[src/rtl/j1_pkg.sv]
// Shared J1 definitions: boot loader state encoding, default image magic
// byte and program RAM depth.
package j1_pkg;

  typedef enum logic [2:0] {
    WAIT_MAGIC,
    LEN_LO,
    LEN_HI,
    DATA_LO,
    DATA_HI,
    CHECK,
    RUN,
    ERROR
  } loader_state_t;

  localparam logic [7:0]  J1_MAGIC     = 8'hA5;
  localparam int unsigned J1_RAM_WORDS = 8192;

  // An image word count is usable when it is non-zero and fits the RAM.
  function automatic logic len_ok(input logic [15:0] n);
    return (n != '0) && (n <= 16'(J1_RAM_WORDS));
  endfunction

endpackage

[src/rtl/j1_loader.sv]
// J1 boot loader: receives a byte-stream image (magic, 16-bit LE word
// count, LE data words, XOR checksum), writes it into program RAM and
// releases the CPU from reset once the checksum matches.
module j1_loader
  import j1_pkg::*;
#(
  parameter int unsigned TIMEOUT = 100000,
  parameter logic [7:0]  MAGIC   = J1_MAGIC
) (
  input  logic        sys_clk_i,
  input  logic        sys_rst_n_i,
  input  logic        boot_req_i,
  input  logic [7:0]  rx_data_i,
  input  logic        rx_valid_i,
  output logic        rx_ready_o,
  output logic [12:0] mem_addr_o,
  output logic [15:0] mem_data_o,
  output logic        mem_we_o,
  output logic        cpu_rst_o,
  output logic        busy_o,
  output logic        done_o,
  output logic        err_o
);

  localparam int unsigned IDLE_W = $clog2(TIMEOUT + 1);

  loader_state_t     state_q;
  logic [7:0]        lo_q;
  logic [7:0]        csum_q;
  logic [12:0]       idx_q;
  logic [12:0]       last_q;
  logic [IDLE_W-1:0] idle_q;

  logic              xfer;
  logic              loading;
  logic [15:0]       len_w;
  logic [IDLE_W-1:0] idle_inc;

  assign xfer     = rx_valid_i & rx_ready_o;
  assign len_w    = {rx_data_i, lo_q};
  assign idle_inc = idle_q + IDLE_W'(1);

  // Status outputs decoded straight from the state register.
  always_comb begin
    loading    = 1'b0;
    rx_ready_o = 1'b1;
    cpu_rst_o  = 1'b1;
    done_o     = 1'b0;
    err_o      = 1'b0;
    case (state_q)
      LEN_LO, LEN_HI, DATA_LO, DATA_HI, CHECK: loading = 1'b1;
      RUN: begin
        rx_ready_o = 1'b0;
        cpu_rst_o  = 1'b0;
        done_o     = 1'b1;
      end
      ERROR: begin
        rx_ready_o = 1'b0;
        err_o      = 1'b1;
      end
      default: ;
    endcase
    busy_o = loading;
  end

  // Loader FSM with idle watchdog, checksum and RAM write port.
  always_ff @(posedge sys_clk_i or negedge sys_rst_n_i) begin
    if (!sys_rst_n_i) begin
      state_q    <= WAIT_MAGIC;
      lo_q       <= '0;
      csum_q     <= '0;
      idx_q      <= '0;
      last_q     <= '0;
      idle_q     <= '0;
      mem_we_o   <= 1'b0;
      mem_addr_o <= '0;
      mem_data_o <= '0;
    end else begin
      mem_we_o <= 1'b0;
      if (boot_req_i) begin
        // Restart takes priority; any byte offered this cycle is dropped.
        state_q <= WAIT_MAGIC;
        lo_q    <= '0;
        csum_q  <= '0;
        idx_q   <= '0;
        last_q  <= '0;
        idle_q  <= '0;
      end else begin
        // Entry to LEN_LO is always by a transfer, which clears the counter.
        if (xfer) begin
          idle_q <= '0;
        end else if (loading) begin
          idle_q <= idle_inc;
          if (idle_inc == IDLE_W'(TIMEOUT)) state_q <= ERROR;
        end

        if (xfer) begin
          case (state_q)
            WAIT_MAGIC: if (rx_data_i == MAGIC) state_q <= LEN_LO;
            LEN_LO: begin
              lo_q    <= rx_data_i;
              state_q <= LEN_HI;
            end
            LEN_HI: begin
              if (len_ok(len_w)) begin
                last_q  <= 13'(len_w - 16'd1);
                idx_q   <= '0;
                csum_q  <= '0;
                state_q <= DATA_LO;
              end else begin
                state_q <= ERROR;
              end
            end
            DATA_LO: begin
              lo_q    <= rx_data_i;
              csum_q  <= csum_q ^ rx_data_i;
              state_q <= DATA_HI;
            end
            DATA_HI: begin
              csum_q     <= csum_q ^ rx_data_i;
              mem_we_o   <= 1'b1;
              mem_addr_o <= idx_q;
              mem_data_o <= {rx_data_i, lo_q};
              idx_q      <= idx_q + 13'd1;
              state_q    <= (idx_q == last_q) ? CHECK : DATA_LO;
            end
            CHECK: state_q <= (rx_data_i == csum_q) ? RUN : ERROR;
            default: ;
          endcase
        end
      end
    end
  end

endmodule

[config.mk]
export PLATFORM = sky130hd
export DESIGN_NAME = j1_loader
export DESIGN_NICKNAME = d
export VERILOG_FILES = /design/src/rtl/j1_pkg.sv /design/src/rtl/j1_loader.sv
export SDC_FILE = /design/constraint.sdc
export NUM_CORES = 1
export LEC_CHECK = 0
export ABC_CLOCK_PERIOD_IN_PS = 3450
export BUFFER_PORTS_ARGS = -buffer_cell sky130_fd_sc_hd__buf_2
export CAP_MARGIN = 0
export CELL_PAD_IN_SITES_DETAIL_PLACEMENT = 1
export CELL_PAD_IN_SITES_GLOBAL_PLACEMENT = 2
export CORE_UTILIZATION = 38
export DETAILED_ROUTE_END_ITERATION = 8
export HOLD_SLACK_MARGIN = 0.12
export PLACE_DENSITY = 0.83
export SYNTH_ARGS = -nofsm -noshare
export SYNTH_HDL_FRONTEND = slang
export SYNTH_SLANG_ARGS = --single-unit
export TNS_END_PERCENT = 1
[constraint.sdc]
create_clock -name sys_clk_i -period 3.45 [get_ports sys_clk_i]
set_clock_uncertainty 0.1 [all_clocks]
set_input_delay 0.69 -clock sys_clk_i [delete_from_list [all_inputs] [get_ports sys_clk_i]]
set_output_delay 0.69 -clock sys_clk_i [all_outputs]
set_load 0.03 [all_outputs]
==> impl_metrics.yaml <==
detailed_routing:
  drc: 0
  routed_wl_um: 12200
  viasPerCell: 5.46
  wl_per_cell_um: 16.6
  first_iter_violations: 153
  ant_nets: 0
  drt_first_pass_iters: 4
  vias: 4008
setup_path:
  regToRegSetupSlack_ns: 0.52
  slowest_delay_ns: 0.51
  worstPathRequired_ns: 3.61
  timing.critical_path.to_type: "flop"
  cp-start-kind: "flop"
  crit_top_cell: "nand2_1"
  crit_type: "reg2reg"
  path_cells: "inv_1 -> ha_1 -> or4b_4 -> nor4_4 -> mux2_4 -> nand2_1 -> nand2_1 -> a21oi_1"
  critPathBufInv: 1
  critPathMaxFanout: 15
  worstPathArrival_ns: 3.09
  crit_family: "simple AND/OR/NAND/NOR gates"
  r2r_end: "idx_q[10]"
  reg2reg_depth: 8
  slowest_stage: "or4b_4"
  reg2reg_from: "lo_q[0]"
pwr:
  power_mw: 2.34
  power.leakage_nw: 2.55
  powerDensity_nw_per_um2: 415
  ir_drop_mv: 0.157
cts:
  hold_buffers: 0
  h-tree-depth: 3
  cts_tree: "built"
  cts_resized: 0
  clockBufferDepth: 2
  ctsRootBufferMaster: "clkbuf_16"
  cts.sinks: 92
  cts_buffers: 9
  cts_setup_buffers: 0
  clk_pin_slew_worst_paths_ns: 0.06
  clk_latency_ns: 0.34
timing:
  fin_crit_ns: 2.93
  max_freq_ghz: 0.341
  tightest_slew_ns: 0.650
  grt_setup_unrepaired: "no"
  drv_slew: 0
  hold_ws_ns: 0.260
  setup_viol: 0
  finalHoldViolCount: 0
  finalSetupTns_ns: 0
  slew_headroom: 0.567
  finalCritPeriodShare: 0.849
min_path:
  hp-class: "in2async"
synth:
  yosys.area_share.simple: 0.209
  synth_fa_ha_area_frac: 0.00755
  synth-warning-count: 0
  netlist_instances: 527
  synth_top_area_frac: 0.463
  ys_ff_latch: 92
  yosys-top-cells-area: "dfrtp_1, mux2_2, nand2_1, xnor2_1, nor2_1"
  synth_edf_count: 0
  synth_top_family_by_area: "simple AND/OR/NAND/NOR gates"
  yosys.area.top_type: "dfrtp_1"
  synth-xor-area-share: 0.0792
  syn_nets: 542
  synth-async-reset-ratio: 1.00
  ys_types: 51
  synth-compound-area-share: 0.110
  synthMuxAreaShare: 0.0961
  synth_ff_type: "dfrtp_1"
  syn_avg_cell_area_um2: 9.44
  yosysSeqAreaShare: 0.463
  syn_area_um2: 4970
global_routing:
  met2_usage: 0.333
  grt_busiest_layer: "met2"
  grtUsageMet1: 0.260
  grt_max_degree: 48
  track_usage: 0.199
  antenna_found_initial: 0
  grt_pass1_vias: 4104
  grt.met3_usage: 0.0270
  grt_overflow: 0
  grt_pass1_wl_um: 20700
die:
  die_width_um: 116
  row_count: 41
  core_area_um2: 12700
  start_util: 0.393
  io_pins: 47
  die_y_um: 116
  fp.dieArea_um2: 13600
job:
  cap_violations: 0
run_status:
  status: "finished, final reports clean"
place:
  port_buffers: 46
  gp_congestion: 0.803
  place_hpwl_um: 8730
cells_and_area:
  n_antenna_cell: 0
  nets: 574
  area_growth_pct: 13.4
  drive_above_1_share: 0.181
-- cell usage in the layout, fill, tap and decap left out, types with 3 or more instances in the layout --
master and instances:
or2_2 5, o31ai_1 5, a21o_1 3, nor2_1 49
a221oi_1 3, inv_1 10, mux2_2 26, mux2i_1 17
and4_1 3, clkbuf_16 9, or3_1 6, nand2b_1 3
nand4_1 14, nor3_1 13, and3_1 7, buf_4 7
xnor2_1 26, buf_2 45, a21oi_1 33, or4_1 6
nand3_1 12, nand2_1 75, xor2_1 19, o21ai_0 26
dfrtp_1 92, ha_1 3, a311oi_1 8, nor4_1 3
-- report_power, final --
group          internal (mW)  switching (mW)  leakage, nW
clock                  0.592           0.405        0.145
sequential              1.10          0.0165         1.27
combinational         0.0700           0.156         1.13
-- layer usage --
metal | routed length [um] | vias to the layer above
met5 | 0 | -
met4 | 182 | 0
met1 | 5750 | 2043
met3 | 212 | 11
li1 | - | 1914
met2 | 6070 | 40
-- cells in the mapped netlist, types with 6 or more instances --
library cell	count
a21oi_1	33
a311oi_1	8
and3_1	7
clkbuf_1	28
dfrtp_1	92
inv_1	10
mux2_2	26
mux2i_1	17
nand2_1	75
nand3_1	12
nand4_1	14
nor2_1	49
nor3_1	13
o21ai_0	26
or3_1	6
or4_1	6
xnor2_1	26
xor2_1	19
-- flip-flops by register name (all words and copies together), names as in the netlist --
signal	flops
csum_q	8
idle_q	17
idx_q	13
last_q	13
lo_q	8
mem_addr_o	13
mem_data_o	16
mem_we_o	1
state_q	3
-- layout make-up --
class	instances	area [um^2]
Tap cell	172	215
Clock buffer	12	256
Fill cell	1488	7030
Inverter	10	37.5
Clock inverter	2	35.0
Multi-Input combinational cell	393	2500
Timing Repair Buffer	53	298
Sequential cell	92	2300
-- kinds of logic after synthesis --
group,after synthesis
buffers and inverters,42
adders and majority gates,3
DFF,92
and+or+nand+nor,211
AOI/OAI and AO/OA,90
xor gates and xnor gates,45
muxes,44
-- how the worst max path moves through the flow --
stage,from,endpoint,cells past startpoint,slack [ns]
6_report,lo_q[0],idx_q[10],8,0.52
3_3_place_gp,rx_data_i[0],idx_q[10],7,0.49
3_5_place_dp,rx_data_i[0],idx_q[10],7,0.36
4_1_cts,lo_q[0],idx_q[10],8,0.48
5_1_grt,lo_q[0],idx_q[10],8,0.27
2_1_floorplan,rx_data_i[1],idx_q[11],8,0.70
-- through the flow --
stage	util	setup slack (ns)	instances	cell area, um^2
final	0.445	0.520	734	5640
after detailed placement	0.422	0.363	720	5350
after CTS	0.445	0.477	734	5640
after floorplan	-	0.696	527	4970
after global routing	0.445	0.272	734	5640
after global placement	0.422	0.493	720	5350
Power figures use the tool's default switching activity.
